File: src/rtl/jtgng_vtimer.sv
// Video timing generator for the 6 MHz pixel domain: pixel counters, blanking
// strobes and native syncs, all advancing on cen6 pulses of a single clock.
module jtgng_vtimer #(
    parameter int HACTIVE  = 256,
    parameter int HTOTAL   = 384,
    parameter int HS_START = 288,
    parameter int HS_LEN   = 32,
    parameter int VACTIVE  = 224,
    parameter int VTOTAL   = 262,
    parameter int VS_START = 240,
    parameter int VS_LEN   = 4
) (
    input  logic       clk,
    input  logic       rst_n,
    input  logic       cen6,
    input  logic       flip,
    output logic [8:0] H,
    output logic [8:0] V,
    output logic       LHBL,
    output logic       LVBL,
    output logic       HS,
    output logic       VS,
    output logic       hinit,
    output logic       vinit,
    output logic       frame
);

    // Bounds are held at 10 bits so HS_START+HS_LEN == 512 still compares correctly
    localparam logic [9:0] H_LAST  = 10'(HTOTAL - 1);
    localparam logic [9:0] V_LAST  = 10'(VTOTAL - 1);
    localparam logic [9:0] H_ACT   = 10'(HACTIVE);
    localparam logic [9:0] V_ACT   = 10'(VACTIVE);
    localparam logic [9:0] HS_BEG  = 10'(HS_START);
    localparam logic [9:0] HS_END  = 10'(HS_START + HS_LEN);
    localparam logic [9:0] VS_BEG  = 10'(VS_START);
    localparam logic [9:0] VS_END  = 10'(VS_START + VS_LEN);

    if (HS_START + HS_LEN > HTOTAL) begin : g_bad_hs
        $error("jtgng_vtimer: HS_START+HS_LEN must not exceed HTOTAL");
    end
    if (VS_START + VS_LEN > VTOTAL) begin : g_bad_vs
        $error("jtgng_vtimer: VS_START+VS_LEN must not exceed VTOTAL");
    end
    if (HACTIVE >= HTOTAL) begin : g_bad_hact
        $error("jtgng_vtimer: HACTIVE must be below HTOTAL");
    end
    if (VACTIVE >= VTOTAL) begin : g_bad_vact
        $error("jtgng_vtimer: VACTIVE must be below VTOTAL");
    end
    if (HTOTAL > 512) begin : g_bad_htot
        $error("jtgng_vtimer: HTOTAL must not exceed 512");
    end

    logic [8:0] hc, vc, hc_n, vc_n;
    logic [9:0] hx, vx;
    logic       hwrap, vwrap, fwrap, flip_l;

    always_comb begin
        hwrap = ({1'b0, hc} == H_LAST);
        vwrap = ({1'b0, vc} == V_LAST);
        fwrap = hwrap & vwrap;
        hc_n  = hwrap ? '0 : hc + 9'd1;
        vc_n  = vc;
        if (hwrap) begin
            vc_n = vwrap ? '0 : vc + 9'd1;
        end
        hx = {1'b0, hc_n};
        vx = {1'b0, vc_n};
    end

    // Strobes decode the next counter values so they line up with hc/vc
    always_ff @(posedge clk or negedge rst_n) begin
        if (!rst_n) begin
            hc     <= '0;
            vc     <= '0;
            flip_l <= 1'b0;
            LHBL   <= 1'b1;
            LVBL   <= 1'b1;
            HS     <= 1'b1;
            VS     <= 1'b1;
            hinit  <= 1'b0;
            vinit  <= 1'b0;
            frame  <= 1'b0;
        end else if (cen6) begin
            hc    <= hc_n;
            vc    <= vc_n;
            LHBL  <= (hx < H_ACT);
            LVBL  <= (vx < V_ACT);
            HS    <= !((hx >= HS_BEG) && (hx < HS_END));
            VS    <= !((vx >= VS_BEG) && (vx < VS_END));
            hinit <= (hx == H_LAST);
            vinit <= (hx == H_LAST) && (vx == V_LAST);
            if (fwrap) begin
                flip_l <= flip;
                frame  <= ~frame;
            end
        end
    end

    assign H = {hc[8], hc[7:0] ^ {8{flip_l}}};
    assign V = {vc[8], vc[7:0] ^ {8{flip_l}}};

endmodule

File: config.mk
export PLATFORM = sky130hd
export DESIGN_NAME = jtgng_vtimer
export DESIGN_NICKNAME = d
export VERILOG_FILES = /design/src/rtl/jtgng_vtimer.sv
export SDC_FILE = /design/constraint.sdc
export NUM_CORES = 1
export LEC_CHECK = 0
export CORE_MARGIN = 8
export CORE_UTILIZATION = 53
export DETAILED_ROUTE_END_ITERATION = 10
export PLACE_DENSITY = 0.88
export SYNTH_ARGS = -nofsm -noshare
export SYNTH_HDL_FRONTEND = slang
export SYNTH_SLANG_ARGS = --single-unit
File: constraint.sdc
create_clock -name clk -period 2.8 [get_ports clk]
set_input_delay 0.56 -clock clk [delete_from_list [all_inputs] [get_ports clk]]
set_output_delay 0.56 -clock clk [all_outputs]
set_load 0.005 [all_outputs]
==> results summary <==
The instance count on the critical path is 6. For the pin with the worst max-slew slack, the measured transition is 0.6585 ns. The source of the worst register-to-register timing path is hc[1]$_DFFE_PN0P_. The placed standard-cell area is 2044 sq um.

The global-route wire length before repair came out at between 6000 and 7000 microns. The floorplan row count came out at 21. The normalized max-slew margin came out at between 50% and 60%. The cell accounting for the most synthesized area is sky130_fd_sc_hd__dfrtp_1.

Including well taps, the total number of placed cells is roughly 260. Summing over every cut layer, the via total after detailed routing is 1508. Setup repair after global routing left no endpoint under its margin. Counting flops with an async set or reset pin after synthesis yields a share of 100.0%. The pin count of the biggest net entering global routing is 27. The number of buffers created by CTS is 3. The most critical setup path has its startpoint at hc[1]$_DFFE_PN0P_.

In the routed layout, each cell is associated on average with a via count of roughly 5.7. For the final database, setup skew stands at 0.005769 ns. At the placement stage, the worst setup path has a slack of ~0.46 ns. For this design the static power due to leakage is approximately 0.92 nW.

The number of cells upsized or downsized after cts is 0. The critical path goes through ha_1 > nand4_2 > or2_0 > or4_1 > a221o_1 > o32a_1. The violation count after the first detailed-routing iteration is approximately 120. The mean cell area of the mapped netlist is 8.630 sq um. The net total in the final layout came out at 229. The Yosys warning count is 0. The post-synthesis sequential element count came out at 26.

The slowest stage of the critical path is the sky130_fd_sc_hd__or4_1 cell. The overall die height came out at 73.64 microns. The congestion estimate from routability-driven global placement came to 0.9432. 0 antenna diodes ended up in the layout. The number of setup violations in the final report is 0. The deepest level of the CTS H-tree is 1. The aggregate routed wire length came out at 4104 microns. The final total power came out at 1.071 mW.

The internal reg-to-reg setup slack came out at 0.41 ns. The final number of max-transition violations came out at 0. 29 I/O pins were placed. The largest registers in the layout are hc: 9 flops, vc: 9 flops. The buffer count from post-CTS setup fixing is 0. The share of the synthesized area in the top cell type came out at 31.27%.

The chip width came out at 73.64 microns. The post-route cell area came out at between 2000 and 2500 sq um. The final clock period utilization by the worst path came out at 85.51%. The run finished with clean final reports. The residual antenna-violating net count after detailed routing came out at 0. The root cell of the clock tree is sky130_fd_sc_hd__clkbuf_4. Along the worst path, the maximum fanout reaches 7. Hold repair after CTS inserted 0 buffers. The power density over the cells is 510.6 nW/um^2. The starting density of the core came out at 54.03%. Counting distinct cell types in the post-synthesis netlist gives between 40 and 50. The all-layer global routing usage is 15.72%. The number of antenna violations at the first check in global routing is 0. STA classifies the critical path startpoint as a flip-flop.

Timing would allow up to approximately 0.42 GHz. The share of post-route cells with drive strength above 1 is between 8 and 9%. The critical path class is reg -> reg.

Sorting the synthesized cells by area gives the leading types as sky130_fd_sc_hd__dfrtp_1 (31%), sky130_fd_sc_hd__xor2_1 (9.5%), sky130_fd_sc_hd__dfstp_2 (6.0%). The worst hold path begins at frame$_DFFE_PN0P_. The die area came out at approximately 5400 sq um.

The worst-case reg-to-reg path depth is 6. The kind of cell adding the most delay to the critical path is simple AND/OR/NAND/NOR gates. The number of enable-type register cells in the synthesized netlist came out at 0. The number of nets in the synthesized netlist is 212. The reported max-cap violation count is 0. Relative to the synthesized area, the layout overhead comes to 19.12%. STA classifies the critical path endpoint as a flip-flop.

The min-delay analysis places its worst path in the category reg -> reg. The most used flip-flop cell after synthesis is sky130_fd_sc_hd__dfrtp_1. For this run the aggregate overflow at the end of global routing stands at 0.

The clock transition at the registers of the reported paths is 0.15 ns. TritonCTS built the clock tree. The number of global-route vias before repair is between 1000 and 1500. The sequential share of the synthesized area is 37.24%. Counting instances, the worst hold path has a depth of 1.

In this design, the stage delay of the slowest critical-path cell is 0.52 ns. The critical path buffer and inverter count is 0. The post-route minimum period came out at roughly 2.4 ns. The clock net in this run drives a total of 26 sinks. Summing every instance area after synthesis gives about 1800 sq um. The count of buffers added on input and output ports is 28. The post-detailed-route wirelength per cell is roughly 15 microns. The peak ir drop on the vdd network came out at roughly 0.21 mV. The number of detailed-routing iterations run before antenna repair came out at 4.

Summed over all nets, the half-perimeter wirelength after detailed placement is 2992 microns. The number of remaining DRC errors is 0. The placeable core region is 3258 sq um. Leaving out filler cells and counting taps, the final layout contains roughly 270. The required time of the critical path is between 3 and 4 ns.

Summed over all failing endpoints, the final setup total negative slack is 0 ns. The post-synthesis instance total is roughly 200. The total count of hold-check failures in the final report is 0. Data arrives at the worst endpoint at approximately 2.7 ns. The clock network latency to the later pin of the worst-skew pair is 0.33 ns.

The final worst setup slack came out at a little over 0.4 ns. The largest buffer count on any clock path came out at 2.
-- Yosys cell counts, types with 4 or more instances --
cell / n
sky130_fd_sc_hd__a21oi_1: 4
sky130_fd_sc_hd__and3_1: 6
sky130_fd_sc_hd__buf_2: 4
sky130_fd_sc_hd__clkbuf_1: 15
sky130_fd_sc_hd__dfrtp_1: 22
sky130_fd_sc_hd__dfstp_2: 4
sky130_fd_sc_hd__ha_1: 4
sky130_fd_sc_hd__inv_1: 5
sky130_fd_sc_hd__mux2_2: 4
sky130_fd_sc_hd__nand2_1: 21
sky130_fd_sc_hd__nand3_1: 6
sky130_fd_sc_hd__nor2_1: 16
sky130_fd_sc_hd__nor3_1: 4
sky130_fd_sc_hd__o21ai_0: 17
sky130_fd_sc_hd__o31ai_1: 4
sky130_fd_sc_hd__xnor2_1: 4
sky130_fd_sc_hd__xor2_1: 19
-- final timing paths --
kind,to
setup / recovery,VS$_DFFE_PN1P_
hold / removal,frame$_DFFE_PN0P_
max in group asynchronous,LVBL$_DFFE_PN1P_
min in group asynchronous,hc[8]$_DFFE_PN0P_
setup reg to reg,VS$_DFFE_PN1P_
hold reg to reg,frame$_DFFE_PN0P_
-- worst register-to-register path: cells and delay by family, from the launching register on --
| kind | cells | cell delay (ns) |
|---|---|---|
| AO/OA/AOI/OAI | 2 | 0.65 |
| adder cells (fa/ha/maj) | 1 | 0.29 |
| flip-flops | 1 | 0.48 |
| AND/OR/NAND/NOR | 3 | 0.94 |
-- cells by family (layout without fill, tap and decap cells) --
group	count (synthesis)	in the layout	share of synthesized area, %
flip-flops	26	26	37.24
adder cells (fa/ha/maj)	4	4	2.843
multiplexers	6	6	3.696
buffers and inverters	27	43	6.681
XOR/XNOR	23	23	11.44
AO/OA/AOI/OAI	45	45	16.92
AND/OR/NAND/NOR	73	73	21.18
-- power breakdown --
| group | leakage, nW | internal [mW] | switching (mW) | total, mW |
|---|---|---|---|---|
| clock | 0.0279 | 0.145 | 0.120 | 0.265 |
| combinational | 0.568 | 0.169 | 0.112 | 0.281 |
| sequential | 0.322 | 0.425 | 0.100 | 0.525 |
| total | 0.918 | 0.739 | 0.332 | 1.07 |
-- cell type report --
cell class | count | area (sq um)
fillers | 274 | 1161
clock inverters | 1 | 30.03
multi-input cells | 151 | 987.2
repair buffers | 34 | 325.3
inverters | 5 | 18.77
clock buffers | 3 | 22.52
flip-flops and latches | 26 | 655.6
well taps | 46 | 57.56
-- placed cells by master (no fill, tap or decap), types with 2 or more instances in the layout --
master	netlist	layout
sky130_fd_sc_hd__nor3b_1	2	2
sky130_fd_sc_hd__a21o_1	3	3
sky130_fd_sc_hd__clkdlybuf4s50_1	0	28
sky130_fd_sc_hd__dfstp_2	4	4
sky130_fd_sc_hd__nor2_1	16	16
sky130_fd_sc_hd__ha_1	4	4
sky130_fd_sc_hd__o21a_1	2	2
sky130_fd_sc_hd__o21ai_0	17	17
sky130_fd_sc_hd__clkbuf_4	0	3
sky130_fd_sc_hd__a31oi_1	3	3
sky130_fd_sc_hd__buf_4	3	6
sky130_fd_sc_hd__xnor2_1	4	4
sky130_fd_sc_hd__nor2b_1	2	2
sky130_fd_sc_hd__and3_1	6	6
sky130_fd_sc_hd__dfrtp_1	22	22
sky130_fd_sc_hd__and2_1	2	2
sky130_fd_sc_hd__nand4_1	3	3
sky130_fd_sc_hd__a21oi_1	4	4
sky130_fd_sc_hd__mux2i_1	2	2
sky130_fd_sc_hd__o41ai_1	3	3
sky130_fd_sc_hd__nand3b_1	3	3
sky130_fd_sc_hd__nor3_1	4	4
sky130_fd_sc_hd__nand3_1	6	6
sky130_fd_sc_hd__xor2_1	19	19
sky130_fd_sc_hd__o31ai_1	4	4
sky130_fd_sc_hd__nand2_1	21	21
sky130_fd_sc_hd__inv_1	5	5
sky130_fd_sc_hd__mux2_2	4	4
-- per-stage QoR --
stage / hold WS (ns) / util [%]
final: 0.4779 / 64.36
after global routing: 0.5095 / 64.36
after CTS: 0.4816 / 64.36
after detailed placement: 0.4605 / 62.75
after global placement: 0.4560 / 62.75
after floorplan: 0.2644 / -
-- layer usage --
| layer | wire [microns] | GRT usage, % | vias up |
|---|---|---|---|
| li1 | - | - | 746 |
| met1 | 1786 | 20.52 | 692 |
| met2 | 1945 | 24.61 | 63 |
| met3 | 308 | 3.274 | 7 |
| met4 | 63 | 5.987 | 0 |
| met5 | 0 | 0 | - |
Power figures use the tool's default switching activity.
